File: src/rtl/mem_wb_stage_pkg.sv
// Shared MIPS definitions for the MEM/WB stage: load-type encodings, the
// `undefined` data value, REG_ZERO and the packed W-stage register layout.
package mem_wb_stage_pkg;

   typedef enum logic [2:0] {
      LT_LW  = 3'd0,
      LT_LB  = 3'd1,
      LT_LBU = 3'd2,
      LT_LH  = 3'd3,
      LT_LHU = 3'd4
   } load_type_e;

   localparam logic [31:0] UNDEFINED = 32'hxxxx_xxxx;
   localparam logic [4:0]  REG_ZERO  = 5'd0;

   typedef struct packed {
      logic        valid;
      logic        reg_write;
      logic [4:0]  write_reg;
      logic [31:0] result;
      logic        align_err;
   } w_state_t;

   localparam w_state_t W_BUBBLE = '0;

endpackage

File: src/rtl/mem_wb_stage_load_extract.sv
// Big-endian load-width extraction with sign/zero extension and alignment check.
// LOAD_SUBWORD_EN builds LB/LBU/LH/LHU support; otherwise every load is an LW.
module load_extract
   import mem_wb_stage_pkg::*;
(
   input  logic [31:0] rd,
   input  logic [1:0]  ofs,
   input  logic [2:0]  load_type,
   output logic [31:0] data,
   output logic        misaligned
);

`ifdef LOAD_SUBWORD_EN
   logic [7:0]  byte_sel;
   logic [15:0] half_sel;

   always_comb begin
      // NOTE: every always_comb output gets a default first so no path infers a latch.
      byte_sel   = rd[31:24];
      half_sel   = ofs[1] ? rd[15:0] : rd[31:16];
      data       = rd;
      misaligned = 1'b0;

      case (ofs)
         2'd0:    byte_sel = rd[31:24];
         2'd1:    byte_sel = rd[23:16];
         2'd2:    byte_sel = rd[15:8];
         default: byte_sel = rd[7:0];
      endcase

      case (load_type)
         LT_LB:   data = {{24{byte_sel[7]}}, byte_sel};
         LT_LBU:  data = {24'd0, byte_sel};
         LT_LH: begin
            data       = {{16{half_sel[15]}}, half_sel};
            misaligned = ofs[0];
         end
         LT_LHU: begin
            data       = {16'd0, half_sel};
            misaligned = ofs[0];
         end
         // LW and any unassigned encoding behave as a full-word load.
         default: misaligned = (ofs != 2'd0);
      endcase
   end
`else
   logic unused_load_type;

   assign unused_load_type = ^load_type;
   assign data             = rd;
   assign misaligned       = (ofs != 2'd0);
`endif

endmodule

File: src/rtl/mem_wb_stage.sv
// MEM/WB pipeline register: load extraction, writeback select, retired count.
// Sub-word loads are built only when LOAD_SUBWORD_EN is defined.
module mem_wb_stage
   import mem_wb_stage_pkg::*;
(
   input  logic        CLK,
   input  logic        RST,
   input  logic        StallW,
   input  logic        FlushW,
   input  logic        ValidM,
   input  logic        RegWriteM,
   input  logic        MemToRegM,
   input  logic [2:0]  LoadTypeM,
   input  logic [31:0] ALUOutM,
   input  logic [31:0] ReadDataM,
   input  logic [4:0]  WriteRegM,
   output logic        ValidW,
   output logic        RegWriteW,
   output logic [4:0]  WriteRegW,
   output logic [31:0] ResultW,
   output logic        AlignErrW,
   output logic [31:0] RetiredCount
);

   w_state_t    w_q, w_d;
   logic [31:0] retired_q;
   logic [31:0] load_data;
   logic        load_misaligned;
   logic        misaligned;

   load_extract u_load_extract (
      .rd         (ReadDataM),
      .ofs        (ALUOutM[1:0]),
      .load_type  (LoadTypeM),
      .data       (load_data),
      .misaligned (load_misaligned)
   );

   // Alignment only matters when memory data is actually written back.
   assign misaligned = MemToRegM & load_misaligned;

   always_comb begin
      w_d = W_BUBBLE;
      if (ValidM && !FlushW) begin
         w_d.valid     = 1'b1;
         w_d.align_err = misaligned;
         w_d.reg_write = RegWriteM & ~misaligned & (WriteRegM != REG_ZERO);
         w_d.write_reg = WriteRegM;
         // The select is always known, so an undefined ReadDataM never leaks on ALU ops.
         if (!MemToRegM)
            w_d.result = ALUOutM;
         else if (!misaligned)
            w_d.result = load_data;
         else
            w_d.result = 32'd0;
      end
   end

   // NOTE: state registers use non-blocking assignments so every flop samples pre-edge values.
   always_ff @(posedge CLK or posedge RST) begin
      if (RST) begin
         w_q       <= W_BUBBLE;
         retired_q <= 32'd0;
      end else if (!StallW) begin
         w_q <= w_d;
         if (w_d.valid)
            retired_q <= retired_q + 32'd1;
      end
   end

   assign ValidW       = w_q.valid;
   assign RegWriteW    = w_q.reg_write;
   assign WriteRegW    = w_q.write_reg;
   assign ResultW      = w_q.result;
   assign AlignErrW    = w_q.align_err;
   assign RetiredCount = retired_q;

endmodule

File: config.mk
export PLATFORM = sky130hd
export DESIGN_NAME = mem_wb_stage
export DESIGN_NICKNAME = d
export VERILOG_FILES = /design/src/rtl/mem_wb_stage_pkg.sv /design/src/rtl/mem_wb_stage_load_extract.sv /design/src/rtl/mem_wb_stage.sv
export SDC_FILE = /design/constraint.sdc
export NUM_CORES = 1
export LEC_CHECK = 0
export CORE_ASPECT_RATIO = 1.5
export CORE_MARGIN = 2
export CORE_UTILIZATION = 40
export CTS_BUF_LIST = sky130_fd_sc_hd__clkbuf_8
export DETAILED_ROUTE_END_ITERATION = 10
export PLACE_DENSITY = 0.76
export SLEW_MARGIN = 20
export SYNTH_ARGS = -nofsm -noshare
export SYNTH_HDL_FRONTEND = slang
export SYNTH_HIERARCHICAL = 1
export SYNTH_SLANG_ARGS = --single-unit
File: constraint.sdc
create_clock -name CLK -period 3.1 [get_ports CLK]
set_clock_uncertainty 0.2 [all_clocks]
set_input_delay 0.62 -clock CLK [delete_from_list [all_inputs] [get_ports CLK]]
set_output_delay 0.62 -clock CLK [all_outputs]
set_load 0.05 [all_outputs]
==> impl_metrics.ini, run 1 <==
[routing]
totalWireLength_um = 8600
post_drt_via_cell_ratio = 4.91
post_drt_wl_per_cell_um = 14.4
drt_first_pass_iters = 4
drt_iter0_drc = 104
drc_errors = 0
final_antenna_net_count = 0
num_vias = 2942

[timing]
hold_slack_ps = 266
rsz0062_at_grt = false
fin_setup_tns_ps = 0
fmax_ghz = 0.376
finalSetupViolations = 0
period_needed_ps = 2660
max_slew_margin_pct = 61.8
finalHoldViolations = 0
final.period_utilization_pct = 85.9
drv_slew = 0
tightestPinTransition_ps = 572

[clock_tree]
numCtsBuffers = 9
path_clk_slew_ps = 70
ctsHoldBuffers = 0
clock-root-buffer = clkbuf_8
h-tree-depth = 3
cts_resized = 0
post_cts_buffers = 0
clk_latency_ps = 350
cts_sinks = 72
clockBufferDepth = 2
tritoncts = built

[yosys]
yosysMostFrequentCell = dfrtp_1
synth_commonest_cells = dfrtp_1, nand2_1, nor2b_1, o21ai_0
ys.flop_type = dfrtp_1
synth_edf_count = 0
ys_seq_area_share_pct = 50.5
async_flop_share_pct = 100
yosysTopAreaCell = dfrtp_1
yosys_warnings = 6
syn_area_mm2 = 0.00357
syn_nets = 450
synth_cells = 370
ys_seq_elements = 72
synth_top_area_share_pct = 50.5
synthDistinctLibCells = 32
avgSynthCellArea_um2 = 9.64
synthTopCellsByArea = dfrtp_1, buf_4, nor2b_1

[cells_and_area]
num-fill-cells = 782
stdcell_count = 599
syn2layout_area_growth_pct = 44.1
utilization_pct = 58.9
fin_nets = 565
drive_gt1_share_pct = 6.34
insertedDiodeCount = 0

[critical_path]
end_kind = flip-flop
path_class = primary input to flip-flop
rr_worst_depth = 4
rrSetupSlack_ps = 810
cp_max_fo = 12
cp.required_ps = 3170
reg2reg_from = RetiredCount[4]
cp.arrival_ps = 2740
rr_endpoint = RetiredCount[29]
worstSetupStartpointType = primary input

[global_route]
grt_pass1_vias = 2991
grt_start_max_net_pins = 55
grt_overflow_total = 0
antenna_found_initial = 0
grt_util_met1_pct = 21.3
grt_pass1_wl_um = 14000
top_usage_layer = met2
met3_usage_pct = 5.49
use_met2_pct = 33.1
grtUsageTotal_pct = 18.8

[power_and_ir_drop]
vdd_drop_max_v = 0.000227
leakage_nw = 2.19
power_density_mw_per_mm2 = 471

[run]
max_cap_violations = 0

[floorplanning]
num_io_pins = 151
dieArea_mm2 = 0.00971
die_w_um = 81.1
core_area_mm2 = 0.00872
num_rows = 42
start_util_pct = 40.9
die_height_um = 120

[hold_path]
hold_class = flip-flop to flip-flop
min_to = RetiredCount[31]
min_path_cells = 1
hold_start = RetiredCount[31]

[place]
io_buffers = 147
dp_hpwl_um = 6550
globalplace.congestion = 0.731
dpl.cell_count = 584

[outcome]
status = complete, no violations
## kinds of logic after synthesis
family | after synthesis | share of synthesized area [%]
and+or+nand+nor | 139 | 21.4
DFF | 72 | 50.5
adders and majority gates | 1 | 0.351
AOI/OAI and AO/OA | 71 | 10.6
xor gates and xnor gates | 31 | 7.61
buffers and inverters | 56 | 9.51
## how the worst max path moves through the flow
stage,cells after the start,end,start,slack (ps)
2_1_floorplan,1,AlignErrW,RST,460
3_3_place_gp,5,RetiredCount[29],ValidM,90
3_5_place_dp,5,RetiredCount[29],ValidM,80
4_1_cts,5,RetiredCount[29],ValidM,430
5_1_grt,5,RetiredCount[29],ValidM,360
6_report,5,RetiredCount[29],ValidM,440
## report_power, final
group	switching, W	internal, W
Sequential	0.0000666	0.000997
Combinational	0.000345	0.000245
Clock	0.000337	0.000431
## metal layers
layer | share of wire (%) | up-vias
met2 | 53 | 102
met5 | 0 | -
li1 | - | 1446
met3 | 6.4 | 8
met4 | 1.3 | 0
met1 | 39 | 1386
## layout make-up
type	count	area (um^2)	area share, %
Sequential cell	72	1800	35.0
Clock inverter	3	41.3	0.803
Tap cell	110	138	2.68
Multi-Input combinational cell	242	1430	27.8
Inverter	4	15.0	0.292
Timing Repair Buffer	156	1550	30.2
Clock buffer	12	165	3.21
## per-stage QoR
stage | worst slack (ps) | area [um^2] | power, W
finish | 438 | 5140 | 0.00242
global route | 363 | 5140 | 0.00252
detailed placement | 75.2 | 4930 | 0.00168
floorplan | 455 | 3570 | 0.00143
global placement | 88.6 | 4930 | 0.00167
CTS | 431 | 5140 | 0.00244
## worst max-delay path: stages
cell	delay (ps)
clkdlybuf4s50_1	460
or3b_1	420
or4_4	660
nor4b_1	390
xor2_1	170
## layout by cell type (no fill, tap or decap), types with 2 or more instances in the layout
| master | instances |
|---|---|
| a22o_1 | 5 |
| xnor2_1 | 17 |
| and4_1 | 2 |
| nor2b_1 | 32 |
| nand2_1 | 51 |
| nor4_4 | 2 |
| inv_1 | 4 |
| clkbuf_8 | 12 |
| nor2_1 | 5 |
| a21oi_1 | 32 |
| o21ai_0 | 33 |
| clkdlybuf4s50_1 | 147 |
| or2_2 | 2 |
| buf_4 | 8 |
| nand3_1 | 9 |
| nand4_1 | 10 |
| xor2_1 | 14 |
| nor4b_1 | 2 |
| dfrtp_1 | 72 |
| or4_1 | 2 |
| and3_1 | 5 |
| nor3_1 | 9 |
## sequential cells by signal, indices dropped and copies added (netlist names)
name	cells
WriteRegW	5
ValidW	1
ResultW	32
RegWriteW	1
RetiredCount	32
AlignErrW	1
No activity file was read; power rests on OpenSTA's default activity.
==> run 2, diff against run 1 <==
--- a/config.mk
+++ b/config.mk
@@ -7,10 +7,10 @@
 export LEC_CHECK = 0
 export CORE_ASPECT_RATIO = 1.5
 export CORE_MARGIN = 2
-export CORE_UTILIZATION = 40
+export CORE_UTILIZATION = 44
 export CTS_BUF_LIST = sky130_fd_sc_hd__clkbuf_8
 export DETAILED_ROUTE_END_ITERATION = 10
-export PLACE_DENSITY = 0.76
+export PLACE_DENSITY = 0.82
 export SLEW_MARGIN = 20
 export SYNTH_ARGS = -nofsm -noshare
 export SYNTH_HDL_FRONTEND = slang
==> impl_metrics.ini, run 2 (same netlist as run 1, synthesis figures left out) <==
[cells_and_area]
seq_area_mm2 = 0.00180
final_common_cell = clkdlybuf4s50_1
fin_nets = 567
final_cell_mix = clkdlybuf4s50_1, dfrtp_1, nand2_1
insertedDiodeCount = 0
syn2layout_area_growth_pct = 43.4
stdcell_count = 597
multi_input_area_mm2 = 0.00143
num-fill-cells = 639
drive_gt1_share_pct = 6.91

[routing]
drc_errors = 0
final_antenna_net_count = 0
totalWireLength_um = 8430
drt_iter0_drc = 98
drt_first_pass_iters = 4
num_vias = 2995
post_drt_via_cell_ratio = 5.02
post_drt_wl_per_cell_um = 14.1

[power_and_ir_drop]
switching_share_pct = 31.8
power_density_mw_per_mm2 = 456
power_frac_seq_pct = 45.6
p_clk_share_pct = 29.4
p_switching_w = 0.000742
p_int_w = 0.00159
vdd_drop_max_v = 0.000265
power_w = 0.00233
leakage_nw = 2.19
combPwrFrac_pct = 25.0

[critical_path]
cp_max_fo = 7
path_class = primary input to flip-flop
cp.arrival_ps = 2800
worstSetupStartpointType = primary input
cp.required_ps = 3170
end_kind = flip-flop

[timing]
max_slew_margin_pct = 64.1
finalHoldViolations = 0
period_needed_ps = 2730
fmax_ghz = 0.366
drv_slew = 0
tightestPinTransition_ps = 537
final.period_utilization_pct = 88.1
fin_setup_tns_ps = 0
rsz0062_at_grt = false
finalSetupViolations = 0

[clock_tree]
path_clk_slew_ps = 70
tritoncts = built
clock-root-buffer = clkbuf_8
cts_sinks = 72
numCtsBuffers = 9
cts_resized = 0
h-tree-depth = 3
clockBufferDepth = 2
post_cts_buffers = 0
ctsHoldBuffers = 0
clk_latency_ps = 350

[place]
dp_hpwl_um = 6400
io_buffers = 147
dpl.cell_count = 581
globalplace.congestion = 0.759

[floorplanning]
die_w_um = 77.5
start_util_pct = 44.8
num_io_pins = 151
dieArea_mm2 = 0.00886
num_rows = 40
die_height_um = 114
core_area_mm2 = 0.00796

[global_route]
grt_overflow_total = 0
grt_start_max_net_pins = 42
grt_pass1_vias = 2983
antenna_found_initial = 0
grt_pass1_wl_um = 13700
grtUsageTotal_pct = 19.8

[run]
max_cap_violations = 0

[hold_path]
hold_class = flip-flop to flip-flop

[outcome]
status = complete, no violations
run 2: cell types whose count changed in the layout (fill, tap and decap cells not counted), sizes merged:
cell	previous run	this run
clkinvlp	1	0
clkinv	0	3
bufinv	1	0
buf	9	11
run 2: layout make-up:
type	count	share of cell area, %
sequential	72	35.2
timing repair buffer	158	30.4
multi-input combinational	242	27.9
clock buffer	12	3.23
tap	105	2.57
clock inverter	4	0.367
inverter	4	0.294
run 2: worst paths after layout:
kind / slack (ps) / start / depth (start not counted) / end
min: 280 / RetiredCount[31] / 1 / RetiredCount[31]
max in group asynchronous: 1870 / RST / 3 / WriteRegW[2]
min in group asynchronous: 490 / RST / 3 / ResultW[20]
max reg2reg: 780 / RetiredCount[4] / 5 / RetiredCount[19]
max: 370 / ValidM / 6 / RetiredCount[19]
min reg2reg: 280 / RetiredCount[31] / 1 / RetiredCount[31]
run 2: power by group through the flow:
stage	combinational, W	sequential [W]	clock (W)
finish	0.000584	0.00106	0.000685
global route	0.000625	0.00107	0.000753
CTS	0.000592	0.00106	0.000704
detailed placement	0.000591	0.00108	0
global placement	0.000586	0.00108	0
floorplan	0.000157	0.00128	0
run 2: worst max-delay path, stage by stage:
cell	delay (ps)
clkdlybuf4s50_1	470
or3b_1	420
or4_4	630
buf_4	200
nor3_1	260
xor2_1	200
run 2: routing by layer:
metal	vias up	global-route usage, %	wire (um)
li1	1447	-	-
met1	1407	21.3	3190
met2	128	34.8	4390
met3	13	6.15	686
met4	0	10.1	164
met5	-	0	0
run 2: stage by stage:
stage	utilization (%)	hold slack, ps	instance area (um^2)	setup WS (ps)
3_3_place_gp	62.0	259	4930	127
4_1_cts	64.3	280	5110	396
6_report	64.3	275	5110	369
5_1_grt	64.3	302	5110	288
3_5_place_dp	62.0	269	4930	21.5
2_1_floorplan	-	553	3570	455
==> run 3, diff against run 2 <==
--- a/config.mk
+++ b/config.mk
@@ -7,10 +7,11 @@
 export LEC_CHECK = 0
 export CORE_ASPECT_RATIO = 1.5
 export CORE_MARGIN = 2
-export CORE_UTILIZATION = 44
+export CORE_UTILIZATION = 40
 export CTS_BUF_LIST = sky130_fd_sc_hd__clkbuf_8
 export DETAILED_ROUTE_END_ITERATION = 10
-export PLACE_DENSITY = 0.82
+export PLACE_DENSITY = 0.79
+export RECOVER_POWER = 25
 export SLEW_MARGIN = 20
 export SYNTH_ARGS = -nofsm -noshare
 export SYNTH_HDL_FRONTEND = slang
==> constraint.sdc (replaced) <==
create_clock -name CLK -period 2.35 [get_ports CLK]
set_clock_uncertainty 0.2 [all_clocks]
set_input_delay 0.47 -clock CLK [delete_from_list [all_inputs] [get_ports CLK]]
set_output_delay 0.47 -clock CLK [all_outputs]
set_load 0.05 [all_outputs]
==> impl_metrics.ini, run 3 (same netlist as run 1, synthesis figures left out) <==
[outcome]
status = finished, violations left
violations = setup timing

[floorplanning]
dieArea_mm2 = 0.00971
core_area_mm2 = 0.00872
start_util_pct = 40.9
die_height_um = 120
num_io_pins = 151
num_rows = 42
die_w_um = 81.1

[critical_path]
crit_chain = clkdlybuf4s50_1 > or3b_4 > buf_12 > or2_2 > or4_4 > xnor2_2
cp_num_buf_inv = 2
worstSetupStartpointType = primary input
end_kind = flip-flop
path_class = primary input to flip-flop
critical_path_depth = 6
cp.required_ps = 2380
cp.arrival_ps = 2380
crit_family = simple AND/OR/NAND/NOR gates
cp_max_fo = 6
crit_path_max_incr_delay_ps = 440
rr_worst_depth = 5
slowest_stage = or3b_4

[timing]
fin_setup_tns_ps = -2.66
setup_slack_ps = -2.66
hold_slack_ps = 274
finalSetupViolations = 1
period_needed_ps = 2350
drv_slew = 0
tightestPinTransition_ps = 1010
fmax_ghz = 0.425
final.period_utilization_pct = 100
max_slew_margin_pct = 32.7
finalHoldViolations = 0

[routing]
drc_errors = 0
post_drt_via_cell_ratio = 5.07
num_vias = 3091
drt_iter0_drc = 134
totalWireLength_um = 9260
drt_first_pass_iters = 4
final_antenna_net_count = 0
post_drt_wl_per_cell_um = 15.2

[clock_tree]
h-tree-depth = 3
cts_sinks = 72
path_clk_slew_ps = 70
clk_latency_ps = 340
clockBufferDepth = 2
clock-root-buffer = clkbuf_8
tritoncts = built
ctsHoldBuffers = 0
numCtsBuffers = 9

[global_route]
grtUsageTotal_pct = 19.9
antenna_found_initial = 0
grt_start_max_net_pins = 73
grt_pass1_wl_um = 15000
grt_pass1_vias = 3215
grt_overflow_total = 0

[cells_and_area]
fin_nets = 575
utilization_pct = 60.9
num-fill-cells = 790
final_common_cell = clkdlybuf4s50_1
fin_area_mm2 = 0.00531
stdcell_count = 610
multi_input_area_mm2 = 0.00147
final_cell_mix = clkdlybuf4s50_1, dfrtp_1, nand2_1
insertedDiodeCount = 0
seq_area_mm2 = 0.00180
syn2layout_area_growth_pct = 48.9
drive_gt1_share_pct = 10.4

[power_and_ir_drop]
leakage_nw = 2.36
vdd_drop_max_v = 0.000350
power_density_mw_per_mm2 = 609

[place]
placed_area_mm2 = 0.00499
io_buffers = 147
globalplace.congestion = 0.916
dp_hpwl_um = 6780
dpl.cell_count = 590

[run]
max_cap_violations = 0

[hold_path]
hold_class = flip-flop to flip-flop
min_path_cells = 1
-- run 3: cell count changes in the layout (fill, tap and decap cells not counted), moves of 2 or more --
cell             previous run  this run
nor3_1                      9         5
clkdlybuf4s50_1           147       137
nor3_2                      0         4
clkinv_2                    3         1
buf_4                      11        17
buf_12                      0         2
dlymetal6s2s_1              0         6
-- run 3: where the power goes --
| part | total [W] | switching, W | internal (W) |
|---|---|---|---|
| Sequential | 0.00141 | 0.0000923 | 0.00132 |
| Combinational | 0.000776 | 0.000458 | 0.000319 |
| Clock | 0.00105 | 0.000445 | 0.000601 |
-- run 3: timing repair --
item                                    in CTS  in global routing
hold endpoints to repair                     0                  0
buffers inserted                             0                  3
cloned                                       0                  1
pin swaps                                    1                  1
endpoints found under the setup margin       8                 12
resized for setup                            8                 10
-- run 3: final timing paths --
kind                                        from  slack, ps                to
worst max-delay path                      FlushW         -3  RetiredCount[14]
min in group asynchronous                    RST        750   RetiredCount[5]
worst min-delay path            RetiredCount[31]        270  RetiredCount[31]
worst max register to register   RetiredCount[4]        240  RetiredCount[19]
worst min register to register  RetiredCount[31]        270  RetiredCount[31]
max in group asynchronous                    RST        540        ResultW[2]
-- run 3: final cells by class --
cell class	count	area share [%]
well taps	110	2.59
multi-input cells	242	27.7
clock buffers	13	3.37
inverters	4	0.353
flip-flops and latches	72	33.9
repair buffers	166	31.4
clock inverters	3	0.730
-- run 3: through the flow --
step | setup slack (ps) | total power, W
after floorplan | -38.5 | 0.00189
after global placement | -405 | 0.00220
after detailed placement | -476 | 0.00222
after CTS | 1.80 | 0.00326
after global routing | -30.0 | 0.00336
final | -2.66 | 0.00323
-- run 3: metal layers --
metal  share of wire, %  global-route usage (%)  wire length, um  vias up
met5                  0                       0                0        -
met4                2.5                    8.26              227        0
met3                7.7                    6.32              711       17
met2                 51                    34.0             4760      133
met1                 39                    22.4             3570     1479
li1                   -                       -                -     1462
